<file path="src/rtl/maze_tile_renderer.sv">
// Maze pixel renderer: tile lookup, checkpoint colouring, visit tracking
// and a timed red hit flash, delivered as a 2-stage registered pixel.
module maze_tile_renderer #(
    parameter int TILE        = 5,
    parameter int COLS        = 18,
    parameter int ROWS        = 11,
    parameter int X0          = 0,
    parameter int Y0          = 9,
    parameter int NCP         = 5,
    parameter int FLASH_HALF  = 16,
    parameter int FLASH_COUNT = 3,
    localparam int TW         = $clog2(COLS*ROWS)
) (
    input  logic                CLK,
    input  logic                RESET,
    input  logic [6:0]          x,
    input  logic [5:0]          y,
    input  logic [COLS*ROWS-1:0] maze,
    input  logic [NCP*TW-1:0]   cp_tiles,
    input  logic [NCP*16-1:0]   cp_colors,
    input  logic [TW-1:0]       player_tile,
    input  logic                player_valid,
    input  logic                hit,
    input  logic                clear_visits,
    input  logic [15:0]         mask,
    output logic [15:0]         pixel,
    output logic                flashing,
    output logic [NCP-1:0]      visited,
    output logic                all_visited
);

    localparam int NT  = COLS*ROWS;
    localparam int TMW = (FLASH_HALF > 1) ? $clog2(FLASH_HALF) : 1;
    localparam int PW  = (FLASH_COUNT > 1) ? $clog2(FLASH_COUNT) : 1;
    localparam logic [TMW-1:0] RELOAD = TMW'(FLASH_HALF-1);
    localparam logic [PW-1:0]  LASTP  = PW'(FLASH_COUNT-1);

    typedef enum logic [1:0] {S_IDLE, S_ON, S_OFF} state_e;

    state_e          state_q, state_d;
    logic [TMW-1:0]  tmr_q, tmr_d;
    logic [PW-1:0]   pr_q, pr_d;
    logic            flash_q;
    logic [NCP-1:0]  vis_q, vis_d;
    logic            ing_q, mbit_q;
    logic [TW-1:0]   tile_q;
    logic [15:0]     mask_q;
    logic [15:0]     pix_q, pix_d;

    int              xs, ys, tidx;
    logic            in_grid, mbit, pl_path;
    logic [TW-1:0]   tile;
    logic [15:0]     col;

    // Signed offsets keep the lower-edge test free of unsigned wrap.
    always_comb begin
        xs      = int'(x) - X0;
        ys      = int'(y) - Y0;
        in_grid = (xs >= 0) && (xs < COLS*TILE) &&
                  (ys >= 0) && (ys < ROWS*TILE);
        tidx    = (xs / TILE) + COLS * (ys / TILE);
        tile    = tidx[TW-1:0];
        mbit    = in_grid && maze[tile];
    end

    always_comb begin
        col = 16'hFFFF;
        for (int i = NCP-1; i >= 0; i--) begin
            if (tile_q == cp_tiles[i*TW +: TW])
                col = vis_q[i] ? 16'h7BEF : cp_colors[i*16 +: 16];
        end
        if (state_q == S_ON) col = 16'hFB30;
        if (!ing_q || !mbit_q) col = 16'h0000;
        pix_d = col & mask_q;
    end

    always_comb begin
        pl_path = ({1'b0, player_tile} < (TW+1)'(NT)) && maze[player_tile];
        vis_d   = vis_q;
        if (clear_visits) begin
            vis_d = '0;
        end else begin
            for (int i = 0; i < NCP; i++) begin
                if (player_valid && pl_path &&
                    player_tile == cp_tiles[i*TW +: TW])
                    vis_d[i] = 1'b1;
            end
        end
    end

    always_comb begin
        state_d = state_q;
        tmr_d   = tmr_q;
        pr_d    = pr_q;
        unique case (state_q)
            S_IDLE: begin
                if (hit) begin
                    state_d = S_ON;
                    tmr_d   = RELOAD;
                    pr_d    = '0;
                end
            end
            S_ON: begin
                if (hit) begin
                    tmr_d = RELOAD;
                    pr_d  = '0;
                end else if (tmr_q == '0) begin
                    state_d = S_OFF;
                    tmr_d   = RELOAD;
                end else begin
                    tmr_d = tmr_q - TMW'(1);
                end
            end
            S_OFF: begin
                if (hit) begin
                    state_d = S_ON;
                    tmr_d   = RELOAD;
                    pr_d    = '0;
                end else if (tmr_q == '0) begin
                    if (pr_q == LASTP) begin
                        state_d = S_IDLE;
                    end else begin
                        state_d = S_ON;
                        pr_d    = pr_q + PW'(1);
                        tmr_d   = RELOAD;
                    end
                end else begin
                    tmr_d = tmr_q - TMW'(1);
                end
            end
            default: state_d = S_IDLE;
        endcase
    end

    always_ff @(posedge CLK or posedge RESET) begin
        if (RESET) begin
            state_q <= S_IDLE;
            tmr_q   <= '0;
            pr_q    <= '0;
            flash_q <= 1'b0;
            vis_q   <= '0;
            ing_q   <= 1'b0;
            mbit_q  <= 1'b0;
            tile_q  <= '0;
            mask_q  <= '0;
            pix_q   <= '0;
        end else begin
            state_q <= state_d;
            tmr_q   <= tmr_d;
            pr_q    <= pr_d;
            flash_q <= (state_d != S_IDLE);
            vis_q   <= vis_d;
            ing_q   <= in_grid;
            mbit_q  <= mbit;
            tile_q  <= tile;
            mask_q  <= mask;
            pix_q   <= pix_d;
        end
    end

    assign pixel       = pix_q;
    assign flashing    = flash_q;
    assign visited     = vis_q;
    assign all_visited = &vis_q;

endmodule

</file>
<file path="config.mk">
export PLATFORM = sky130hd
export DESIGN_NAME = maze_tile_renderer
export DESIGN_NICKNAME = d
export VERILOG_FILES = /design/src/rtl/maze_tile_renderer.sv
export SDC_FILE = /design/constraint.sdc
export NUM_CORES = 1
export LEC_CHECK = 0
export ABC_CLOCK_PERIOD_IN_PS = 4100
export CAP_MARGIN = 20
export CORE_ASPECT_RATIO = 0.8
export CORE_MARGIN = 8
export CORE_UTILIZATION = 40
export CTS_CLUSTER_SIZE = 40
export DETAILED_ROUTE_END_ITERATION = 8
export PLACE_DENSITY_LB_ADDON = 0.25
export SYNTH_ARGS = -nofsm -noshare
export SYNTH_HDL_FRONTEND = slang
export SYNTH_SLANG_ARGS = --single-unit
</file>
<file path="constraint.sdc">
create_clock -name CLK -period 4.1 [get_ports CLK]
set_clock_uncertainty 0.15 [all_clocks]
set_input_delay 0.41 -clock CLK [delete_from_list [all_inputs] [get_ports CLK]]
set_output_delay 0.41 -clock CLK [all_outputs]
set_load 0.02 [all_outputs]
</file>
-- Word-level counts from Yosys, hierarchy flattened
Index checks and enable logic that the tools add are counted.
- flip-flop bits (word level): 56
- input bits: 360
- output and inout bits: 23
- logic and storage cells: 116
- add/subtract/negate cells: 4
- $mul: 1
- div/mod/pow operators: 2
- order comparisons: 7
- equality and inequality tests: 18
- multiplexer cells: 41
- bitwise logic cells: 1
- reduce and logical (&&, ||, !) cells: 28
- operators by type and width (kind ; number):
    $mux W16 ; 12
    $eq A8 B8 Y1 ; 10
    $div A32 B4 Y32 const B ; 1
    $div A8 B4 Y32 const B ; 1
    $mul A5 B32 Y7 const A ; 1
    $mux W4 ; 6
    $lt A8 B9 Y1 const B ; 2
    $mux W2 ; 9
    $and A16 B16 Y16 ; 1
    $bmux W1 S8 ; 2
    $ge A7 B1 Y1 const B ; 2
    $lt A7 B7 Y1 const B ; 2
    $reduce_bool A2 Y1 ; 7
    $pmux W4 S3 ; 1
    $logic_and A1 B1 Y1 ; 11
    $add A8 B8 Y8 ; 1
    $lt A8 B8 Y1 const B ; 1
    $mux W1 ; 8
    $sub A6 B4 Y7 const B ; 1
    $ne A3 B3 Y1 const B ; 2
    $pmux W2 S3 ; 1
    $mux W5 ; 1
    $reduce_and A5 Y1 ; 1
    $eq A2 B2 Y1 const B ; 2
    other kinds (15) ; 16

-- Longest topological paths before layout
Gate-level depths: netlist of run 1.
- depth after elaboration: 9
- gate-level depth with buffers: 30

-- Least setup slack after synthesis of run 1
Ideal clock, no wire load.
- path type: input-to-reg
- start: input port y[0]
- end: register mbit_q
- library setup time: 0.120 ns
- data arrival time: 6.528 ns
- data required time: 3.830 ns
- path slack: -2.699 ns
- stages on the path: 29
- path buffers: 3
- path through: clkbuf_1 inv_1 ha_1 nand2b_1 a211o_1 nor2_1 xor2_1 nand2_1 o21ai_0 a222oi_1 ha_1 o311ai_2 xor2_1 o221a_2 a211o_1 inv_1 ha_1 nand2_1 o21ai_0 fa_1 clkbuf_1 clkinv_1 nor2_1 clkbuf_1 a31oi_1 a211oi_1 nor4_1 a311o_1 o211a_1
- RTL lines (what ; line ; source):
    from (decl) ; 17 ; input logic [5:0] y,
    to (signal assigned) ; 154 ; mbit_q <= mbit;
    to (decl) ; 45 ; logic ing_q, mbit_q;

==> results of run 1 <==
[area by class of cell]
cell class | count | area (um^2) | area share, %
flip-flops and latches | 56 | 1401 | 9.447
diodes | 3 | 7.507 | 0.05061
multi-input cells | 874 | 7277 | 49.06
clock inverters | 2 | 38.79 | 0.2615
repair buffers | 588 | 5484 | 36.97
inverters | 34 | 152.6 | 1.029
well taps | 275 | 344.1 | 2.320
clock buffers | 6 | 128.9 | 0.8688
[state kept, by name (all words and copies together), names as in the netlist]
| register | cells |
|---|---|
| mask_q | 16 |
| pixel | 16 |
| tile_q | 8 |
| visited | 5 |
| tmr_q | 4 |
| pr_q | 2 |
| state_q | 2 |
| flashing | 1 |
| ing_q | 1 |
| mbit_q | 1 |
[logic make-up after synthesis]
| family | after synthesis |
|---|---|
| xor gates and xnor gates | 98 |
| adders and majority gates | 28 |
| muxes | 117 |
| DFF | 56 |
| buffers and inverters | 122 |
| and+or+nand+nor | 349 |
| AOI/OAI and AO/OA | 282 |
[how the worst max path moves through the flow]
| stage | from | end | cells after the start |
|---|---|---|---|
| floorplan | y[0] | mbit_q | 29 |
| global placement | y[1] | mbit_q | 30 |
| CTS | x[4] | mbit_q | 25 |
| finish | y[1] | mbit_q | 30 |
| global route | y[1] | mbit_q | 33 |
| detailed placement | y[1] | mbit_q | 30 |
[placed cells by master (no fill, tap or decap), types with 27 or more instances in the layout]
master | netlist | routed
mux2i_1 | 62 | 62
o21ai_0 | 46 | 41
buf_4 | 0 | 193
clkdlybuf4s50_1 | 0 | 371
a21oi_1 | 46 | 44
nand2_1 | 113 | 109
nand3_1 | 30 | 29
nor2_1 | 69 | 63
mux4_2 | 52 | 52
dfrtp_1 | 56 | 56
xnor2_1 | 76 | 71
a31oi_1 | 28 | 27
[metrics by stage]
step | hold slack [ns] | cell area, um^2 | setup slack [ns]
finish | 0.3189 | 14830 | -1.897
CTS | 0.3227 | 14440 | -1.684
global route | 0.3346 | 14830 | -2.035
global placement | 0.3043 | 13990 | -2.492
detailed placement | 0.3121 | 13990 | -2.733
floorplan | 0.2914 | 8899 | -1.927
[where the power goes]
| part | leakage, nW | total [mW] | switching, mW | internal (mW) |
|---|---|---|---|---|
| combinational | 5.41 | 4.72 | 2.32 | 2.40 |
| clock | 0.0815 | 0.499 | 0.208 | 0.292 |
| sequential | 0.693 | 0.788 | 0.144 | 0.645 |
| total | 6.19 | 6.00 | 2.67 | 3.34 |
[repair_timing]
action                                 CTS  global route
buffers inserted                        17            15
hold buffers                             0             0
gates cloned                             0             1
pin swaps                               27            34
endpoints found under the hold margin    0             0
gates resized for setup                 50            47
setup endpoints to repair                9             9
[tightest hold or removal path, cell delays in order (launching register included)]
cell,delay [ns]
dfrtp_1,0.36
nand2_1,0.05
a21oi_1,0.03
[per-layer routing]
metal / wire length, um / track usage [%] / share of wire (%) / vias to the layer above
li1: - / - / - / 5004
met1: 18110 / 39.72 / 41 / 5319
met2: 21240 / 54.17 / 48 / 708
met3: 4036 / 7.015 / 9.1 / 78
met4: 966 / 6.848 / 2.2 / 0
met5: 0 / 0 / 0 / -
==> flow_summary.yaml, run 1 <==
yosys:
  ys_async_sr_fraction_pct: 100.0
  synth-simple-area-share_pct: 19.55
  synth_compound_area_share_pct: 23.29
  synth.top_cell.area_share_pct: 16.16
  ys_seq_area_share_pct: 16.16
  synth_common_cells: "nand2_1 (113), xnor2_1 (76), nor2_1 (69)"
  muxShareOfSynthArea_pct: 21.05
  synthAdderAreaFrac_pct: 4.170
  synth_edf_count: 0
  synth_cells: 1052
  syn_area_per_cell_um2: 8.242
  ys_warn_count: 0
  yosys-top-cells-area: "dfrtp_1 (16%), mux4_2 (14%), xnor2_1 (7.7%)"
  yosysTopAreaCell: "dfrtp_1"
  synth.most_common_cell: "nand2_1"
  yosysUniqueCellTypes: 74
  syn_nets: 1438
  synthXorXnorAreaFrac_pct: 9.899
  synth_top_family_by_area: "compound AO/OA/AOI/OAI gates"
  ys_seq_elements: 56
  synth_area_um2: 8671
  synth-main-ff-cell: "dfrtp_1"
setup_path:
  startpoint_type: "input port"
  critical_path_required_ns: 4.13
  r2r_start: "tile_q[6]"
  crit_slowest_cell: "fa_2"
  path_max_fanout: 5
  rrSetupSlack_ns: 1.11
  cp_top_family: "compound AO/OA/AOI/OAI gates"
  worstSetupPathType: "in2reg"
  worst-path-buf-inv: 5
  crit_path_end_kind: "flip-flop"
  arrival_ns: 6.03
  cpPeakStageDelay_ns: 0.63
  reg2reg_to: "pixel[8]"
  r2r_cells: 11
clock_network:
  cts_tree: "yes"
  cts_max_path_buffers: 2
  clk_pin_slew_ns: 0.08
  clock_latency_ns: 0.29
  cts_made_buffers: 5
  root_buffer: "clkbuf_16"
  cts.sinks: 56
  htreeDepth: 2
min_path:
  hold_path_depth: 2
  min_from: "mask_q[3]"
  hp-class: "reg2reg"
  min_to: "pixel[3]"
floorplanning:
  die-width_um: 180.6
  coreArea_um2: 21440
  fp-row-count: 48
  die_area_um2: 26670
  die_h_um: 147.7
  pin_count: 383
  initial_core_util_pct: 40.44
flow_run:
  maxCapViolations: 0
detailed_routing:
  drc: 0
  wl_um: 44350
  vias_per_cell: 6.044
  drtPass1Iterations: 8
  ant_nets: 0
  vias: 11110
  drt_iter0_drc: 1064
  wire_per_inst_um: 24.13
pwr:
  finalPower_mw: 6.004
  ir_drop_uv: 307.1
  pwr_density_cell_nw_per_um2: 404.7
  p_leak_nw: 6.186
final_layout:
  final_cells: 1838
  n_fill_cell: 1703
  area_delta_synth_final_pct: 71.08
  fin_util_pct: 69.19
  drive_gt1_share_pct: 23.91
  num-nets-final: 1945
global_route:
  grt_pass1_vias: 11270
  antenna_found_initial: 3
  overflow: 0
  grt_usage_pct: 31.40
  grt_pass1_wl_um: 66610
  grt_max_degree: 34
placed_design:
  io_buffers: 382
  placed_cells: 1796
  hpwl_um: 36320
  gp_congestion: 0.9601
timing:
  finalHoldViolCount: 0
  slew_viol_final: 0
  post-route-period-util_pct: 146.3
  fin_ws_ns: -1.897
  slew_headroom_pct: 43.52
  setup_viol: 7
  rsz0062_at_grt: "yes"
  setup-tns-final_ns: -7.451
  fmax_mhz: 166.8
  period_minus_slack_ns: 5.997
  worst_pin_slew_ns: 0.8463
outcome:
  status: "complete, but fails checks"
  failed_checks: "negative setup slack"
No activity file was read; power rests on OpenSTA's default activity.
==> run 2: changes to the inputs <==
- ABC_CLOCK_PERIOD_IN_PS: 4100 -> 5100
- clock period: 4.1 -> 5.1 ns (I/O delays scaled with it)
==> flow_summary.yaml, run 2 (synthesis results as in run 1) <==
outcome:
  status: "complete, but fails checks"
  failed_checks: "negative setup slack"
setup_path:
  critical_path.most_common_cell: "ha_4"
  cpPeakStageDelay_ns: 0.48
  crit_path_end_kind: "flip-flop"
  worstSetupPathType: "in2reg"
  crit_slowest_cell: "fa_2"
  arrival_ns: 6.00
  critical_path_required_ns: 5.13
  path_max_fanout: 5
  cp_top_family: "compound AO/OA/AOI/OAI gates"
  rrSetupSlack_ns: 2.10
  startpoint_type: "input port"
  worst-path-buf-inv: 5
global_route:
  grt_usage_pct: 32.14
  grt_pass1_wl_um: 67100
  antenna_found_initial: 1
  overflow: 0
  grt_max_degree: 57
  grt_pass1_vias: 11310
final_layout:
  num-nets-final: 1926
  multiInputGateArea_um2: 7283
  n_fill_cell: 1693
  mostFrequentLayoutCells: "clkdlybuf4s50_1 (372), buf_4 (177), nand2_1 (109)"
  ff_latch_area_um2: 1401
  final_common_cell: "clkdlybuf4s50_1"
  design_area_um2: 14630
  fin_util_pct: 68.24
  drive_gt1_share_pct: 23.10
  area_delta_synth_final_pct: 68.73
clock_network:
  cts_tree: "yes"
  root_buffer: "clkbuf_16"
  cts.sinks: 56
  clk_pin_slew_ns: 0.08
  htreeDepth: 2
  clock_latency_ns: 0.29
  cts_made_buffers: 5
  cts_max_path_buffers: 2
  ctsHoldBuffers: 0
timing:
  finalHoldViolCount: 0
  worst_pin_slew_ns: 1.028
  setup_viol: 3
  fmax_mhz: 167.6
  slew_viol_final: 0
  slew_headroom_pct: 31.24
  fin_ws_ns: -0.8656
  hold_slack_ns: 0.3290
  rsz0062_at_grt: "yes"
  period_minus_slack_ns: 5.966
  post-route-period-util_pct: 117.0
detailed_routing:
  drc: 0
  drt_iter0_drc: 1040
  wl_um: 44790
  wire_per_inst_um: 24.65
  vias_per_cell: 6.056
  ant_nets: 0
  vias: 11000
  drtPass1Iterations: 8
placed_design:
  hpwl_um: 36610
  gp_congestion: 1.018
  place_area_um2: 13790
  pre_cts_ws_ns: -1.918
  io_buffers: 382
pwr:
  p_leak_nw: 6.018
  ir_drop_uv: 229.6
  pwr_density_cell_nw_per_um2: 322.5
  finalPower_mw: 4.718
flow_run:
  maxCapViolations: 0
min_path:
  hp-class: "reg2reg"
floorplanning:
  initial_core_util_pct: 40.44
  die_area_um2: 26670
  pin_count: 383
  die_h_um: 147.7
  coreArea_um2: 21440
  fp-row-count: 48
  die-width_um: 180.6
==> run 2: path summary, 6_finish.rpt <==
path                               to  cells after the start       start
setup / recovery               mbit_q                     30        y[1]
hold / removal              pixel[10]                      1  mask_q[10]
setup reg to reg            pixel[10]                      8   tile_q[4]
hold reg to reg             pixel[10]                      1  mask_q[10]
max in group asynchronous  visited[4]                      3       RESET
min in group asynchronous   mask_q[0]                      3       RESET
==> run 2: area by class of cell <==
| cell class | count | area share, % |
|---|---|---|
| antenna | 1 | 0.01710 |
| clock buffer | 6 | 0.8809 |
| clock inverter | 2 | 0.2651 |
| inverter | 34 | 0.9749 |
| multi-input combinational | 874 | 49.78 |
| sequential | 56 | 9.578 |
| tap | 275 | 2.352 |
| timing repair buffer | 569 | 36.15 |
==> run 2: layer usage <==
metal	wire (um)	vias to the layer above	GRT usage (%)
met5	0	-	0
met4	2003	0	13.20
met3	4318	113	8.119
met2	20920	682	54.36
met1	17550	5240	38.68
li1	-	4969	-
==> run 2: what timing repair did <==
item                                    4_1_cts  5_1_grt
buffers inserted                             30        6
pin swaps                                    40       35
gates resized for setup                      58       47
endpoints found under the setup margin        8        6
==> run 2: worst register-to-register path, delay by kind of cell (launching register included) <==
kind	cells	cell delay, ns
AO/OA/AOI/OAI	3	0.85
XOR/XNOR	1	0.17
buffers and inverters	1	0.19
flip-flops	1	0.57
AND/OR/NAND/NOR	3	1.02
==> run 2: stage by stage <==
stage | TNS [ns] | instances
3_3_place_gp | -6.854 | 1776
4_1_cts | -1.533 | 1813
2_1_floorplan | -2.326 | 1052
6_report | -1.562 | 1817
5_1_grt | -2.221 | 1817
3_5_place_dp | -7.405 | 1776
==> run 2: report_power, final <==
group          internal (mW)  switching (mW)  leakage [nW]
logic                   1.88            1.81          5.24
registers              0.518           0.114         0.693
clock network          0.234           0.156        0.0815
total                   2.63            2.08          6.02
==> run 3: changes to the inputs <==
- ABC_AREA: not set -> 1
- MAX_ROUTING_LAYER: not set -> met4
==> flow_summary.yaml, run 3 <==
outcome:
  status: "complete, but fails checks"
  failed_checks: "negative setup slack"
pwr:
  p_leak_nw: 6.557
  combPwrFrac_pct: 80.7
  switching_share_pct: 50.88
  p_seq_share_pct: 12.2
  switching_power_mw: 2.502
  p_int_mw: 2.415
  clockPowerShare_pct: 7.1
  pwr_density_cell_nw_per_um2: 334.8
  ir_drop_uv: 271.3
detailed_routing:
  vias_per_cell: 5.804
  ant_nets: 0
  drtPass1Iterations: 5
  drc: 0
  wire_per_inst_um: 20.04
  drt_iter0_drc: 1554
  vias: 13490
  wl_um: 46590
final_layout:
  multiInputGateArea_um2: 6982
  final_common_cell: "clkdlybuf4s50_1"
  n_fill_cell: 2022
  num-nets-final: 2395
  ff_latch_area_um2: 1401
  mostFrequentLayoutCells: "clkdlybuf4s50_1 (375), nand2_1 (294), nand3_1 (228)"
  area_delta_synth_final_pct: 60.36
  drive_gt1_share_pct: 13.98
  design_area_um2: 14690
clock_network:
  clk_pin_slew_ns: 0.08
  htreeDepth: 2
  cts_max_path_buffers: 2
  cts_tree: "yes"
  ctsHoldBuffers: 0
  cts.sinks: 56
  root_buffer: "clkbuf_16"
  clock_latency_ns: 0.29
  cts_made_buffers: 5
yosys:
  synth.most_common_cell: "nand2_1"
  yosys-top-cells-area: "dfrtp_1 (15%), nand2_1 (13%), nand3_1 (13%)"
  synth_cells: 1580
  ys_seq_elements: 56
  yosysUniqueCellTypes: 54
  ys_async_sr_fraction_pct: 100.0
  ys_warn_count: 0
  synth.top_cell.area_share_pct: 15.30
  yosysTopAreaCell: "dfrtp_1"
  synth_edf_count: 0
  synth_area_um2: 9160
  ys_seq_area_share_pct: 15.30
  syn_area_per_cell_um2: 5.797
  synth-main-ff-cell: "dfrtp_1"
  synth_common_cells: "nand2_1 (306), nand3_1 (229), o21ai_0 (151)"
  syn_nets: 1966
setup_path:
  critical_path.most_common_cell: "buf_4"
  worstSetupPathType: "in2reg"
  r2r_start: "tile_q[7]"
  arrival_ns: 5.58
  r2r_cells: 9
  rrSetupSlack_ns: 2.12
  worstSetupStartpoint: "y[1]"
  cpPeakStageDelay_ns: 0.59
  crit_path_end_kind: "flip-flop"
  path_max_fanout: 3
  critical_path_required_ns: 5.17
  crit_slowest_cell: "fa_2"
  startpoint_type: "input port"
floorplanning:
  initial_core_util_pct: 40.71
  pin_count: 383
  fp-row-count: 49
  die_area_um2: 28030
  coreArea_um2: 22500
  die_h_um: 151.4
  die-width_um: 185.2
global_route:
  grt_max_degree: 60
  grt_pass1_vias: 12830
  grt_pass1_wl_um: 69990
  antenna_found_initial: 9
  grt_usage_pct: 32.14
  overflow: 0
timing:
  hold_slack_ns: 0.3262
  post-route-period-util_pct: 108.0
  rsz0062_at_grt: "yes"
  period_minus_slack_ns: 5.510
  fmax_mhz: 181.5
  setup-tns-final_ns: -0.8298
  worst_pin_slew_ns: 0.9166
  slew_viol_final: 0
  finalHoldViolCount: 0
  setup_viol: 3
  fin_ws_ns: -0.4103
  slew_headroom_pct: 38.82
placed_design:
  gp_congestion: 1.013
  place_area_um2: 14040
  io_buffers: 382
  hpwl_um: 35440
  pre_cts_ws_ns: -1.178
min_path:
  hold_path_depth: 2
  min_from: "mask_q[8]"
  hp-class: "reg2reg"
flow_run:
  maxCapViolations: 0
[run 3: changes by cell type in the layout (fill, tap and decap cells not counted), moves of 26 or more]
| cell | delta |
|---|---|
| buf_4 | -47 |
| inv_1 | +113 |
| mux2i_1 | -61 |
| mux4_2 | -52 |
| nand2_1 | +185 |
| nand3_1 | +198 |
| nand4_1 | +43 |
| nor2_1 | +70 |
| o21ai_0 | +105 |
| or2_2 | +26 |
| xnor2_1 | -67 |
| xor2_1 | +40 |
[run 3: metal layers]
metal | track usage, % | part of all wire [%] | vias to the layer above
li1 | - | - | 6283
met1 | 39.87 | 40 | 6129
met2 | 51.69 | 46 | 932
met3 | 5.298 | 10 | 150
met4 | 12.94 | 4.3 | 0
met5 | - | 0 | -
[run 3: final cells by class]
type / instances / share of cell area [%]
diodes: 9 / 0.1533
clock buffers: 5 / 0.8518
clock inverters: 3 / 0.1874
inverters: 163 / 4.370
multi-input cells: 1255 / 47.53
flip-flops and latches: 56 / 9.540
well taps: 306 / 2.606
repair buffers: 528 / 34.76
[run 3: power groups by stage]
stage          combinational [mW]  sequential [mW]  clock (mW)
2_1_floorplan                2.02            0.584           0
3_3_place_gp                 3.63            0.602           0
3_5_place_dp                 3.67            0.604           0
4_1_cts                      3.76            0.596       0.357
5_1_grt                      4.25            0.606       0.376
6_report                     3.97            0.599       0.349
[run 3: worst max-delay path, delay by kind of cell]
kind	cells	cell delay, ns
XOR/XNOR	3	0.53
adder cells (fa/ha/maj)	3	0.90
AND/OR/NAND/NOR	16	1.37
buffers and inverters	22	2.31
[run 3: logic make-up after synthesis]
kind of cell               Yosys count  synth area share [%]
and+or+nand+nor                    814                 40.81
AOI/OAI and AO/OA                  346                 22.13
buffers and inverters              269                 11.45
xor gates and xnor gates            69                 6.597
DFF                                 56                 15.30
adders and majority gates           26                 3.715
[run 3: metrics by stage]
stage / total power, mW / utilization (%) / cells
3_3_place_gp: 4.235 / 62.41 / 2270
3_5_place_dp: 4.270 / 62.41 / 2270
4_1_cts: 4.709 / 64.39 / 2310
6_report: 4.918 / 65.28 / 2325
5_1_grt: 5.234 / 65.28 / 2325
2_1_floorplan: 2.600 / - / 1580
[run 3: path summary, 6_finish.rpt]
check / endpoint
max in group asynchronous: tile_q[2]
min in group asynchronous: mask_q[4]
setup reg to reg: pixel[13]
setup / recovery: mbit_q
hold reg to reg: pixel[8]
hold / removal: pixel[8]
[run 3: what timing repair did]
item / in CTS / in global routing
setup buffers: 32 / 6
setup endpoints to repair: 6 / 5
pin swaps: 26 / 27
resized for setup: 36 / 36
==> RTL edit (settings of run 3) <==
Encoding of `state_e`: now one-hot (3 bits for 3 states).
--- a/src/rtl/maze_tile_renderer.sv
+++ b/src/rtl/maze_tile_renderer.sv
@@ -36,5 +36,5 @@
     localparam logic [PW-1:0]  LASTP  = PW'(FLASH_COUNT-1);
 
-    typedef enum logic [1:0] {S_IDLE, S_ON, S_OFF} state_e;
+    typedef enum logic [2:0] {S_IDLE = 3'b001, S_ON = 3'b010, S_OFF = 3'b100} state_e;
 
     state_e          state_q, state_d;
Function: no difference found for any inputs over 4 cycles, from zero or initial values and one cycle with RESET high; so few cycles prove little.
==> RTL edit against run 3 <==
The flow still finishes with violations (setup timing). Cell area fell by 1.4%. Synthesized cell count fell by 2.2%. Critical path type unchanged. Synthesized area fell by 1.4%. Sequential cell count rose by 1. Routed wire length fell by 3.3%. Critical endpoint unchanged. Via count fell by 3.8%. Worst setup slack improved by 0.34 ns. Total power rose by 9.5%. Combinational power rose by 4%.
==> RTL edit: results (changes against run 3) <==
| Metric | Value |
|---|---|
| Status | finished, violations left (unchanged) |
| Failing checks | setup timing (unchanged) |
| Total wire length | 45000 um (was 46600 um) |
| Fraction of area in multi-input gates | 48.1% (was 47.5%) |
| Synth area leaders | dfrtp_1 (16%), nand3_1 (13%), nand2_1 (13%) (was dfrtp_1 (15%), nand2_1 (13%), nand3_1 (13%)) |
| GR Util All Layers | 31.5% (was 32.1%) |
| Max stage delay on crit path | 0.43 ns (was 0.59 ns) |
| Setup violations, final | 1 (was 3) |
| Syn_area_per_cell | 5.84 um2 (was 5.80 um2) |
| Nets@finish | 2317 (was 2395) |
| Comb_multi_in | 1238 (was 1255) |
| Place WS | -0.716 ns (was -1.18 ns) |
| Reg clk slew, reported paths | 0.05 ns (was 0.08 ns) |
| Post-CTS setup buffers | 3 (was 32) |
| Final worst slack | -0.0738 ns (was -0.410 ns) |
| FILL cells | 2039 (was 2022) |
| # clk buffers | 11 (was 5) |
| Initial DRC count | 1526 (was 1554) |
| Total power | 5.38 mW (was 4.92 mW) |
| Synthesized Nets | 1927 (was 1966) |
| Clk tree area frac | 2.22% (was 1.04%) |
| Antenna Cells | 17 (was 9) |
| Non-clock buffer share | 33.0% (was 34.8%) |
| Gate power share | 76.4% (was 80.7%) |
| Sequential logic power | 0.633 mW (was 0.599 mW) |
| Leakage power | 6.36 nW (was 6.56 nW) |
| Setup TNS | -0.0738 ns (was -0.830 ns) |
| Max rail drop VDD | 0.457 mV (was 0.271 mV) |
| Sw Ratio | 48.6% (was 50.9%) |
## RTL edit: changes by cell type in the layout (fill, tap and decap cells not counted), moves of 8 or more
cell	change
nand2_4	+10
buf_4	-43
inv_1	-14
xor2_1	+13
diode_2	+8
nand4_1	-17
## RTL edit: cells by family after synthesis
logic type / Yosys count / synth area share, %
compound gates: 337 / 21.5
xor+xnor: 82 / 7.95
fa+ha+maj: 21 / 3.07
buf+inv: 251 / 11.1
flops: 57 / 15.8
simple gates: 798 / 40.6
## RTL edit: metal layers
layer | vias to the layer above | part of all wire [%] | global-route usage, % | routed length [um]
li1 | 6087 | - | - | -
met1 | 5888 | 39 | 38.4 | 17600
met2 | 868 | 47 | 50.7 | 21000
met3 | 143 | 9.8 | 5.35 | 4420
met4 | 0 | 4.5 | 14.4 | 2010
met5 | - | 0 | - | 0
## RTL edit: path summary, 6_finish.rpt
path                            cells past startpoint                  end  slack (ns)           startpoint
min in group asynchronous                           3   flashing$_DFF_PP0_        0.56                RESET
worst min-delay path                                2   pixel[9]$_DFF_PP0_        0.33  mask_q[9]$_DFF_PP0_
max in group asynchronous                           3  mask_q[5]$_DFF_PP0_        3.76                RESET
worst min register to register                      2   pixel[9]$_DFF_PP0_        0.33  mask_q[9]$_DFF_PP0_
worst max-delay path                               38     mbit_q$_DFF_PP0_       -0.07                 y[0]
worst max register to register                      9  pixel[14]$_DFF_PP0_        2.20  tile_q[7]$_DFF_PP0_
## RTL edit: worst max-delay path: cells and delay by family
| family | cells | cell delay [ns] |
|---|---|---|
| fa+ha+maj | 5 | 1.20 |
| buf+inv | 11 | 0.99 |
| simple gates | 16 | 1.64 |
| compound gates | 4 | 0.54 |
| xor+xnor | 2 | 0.37 |
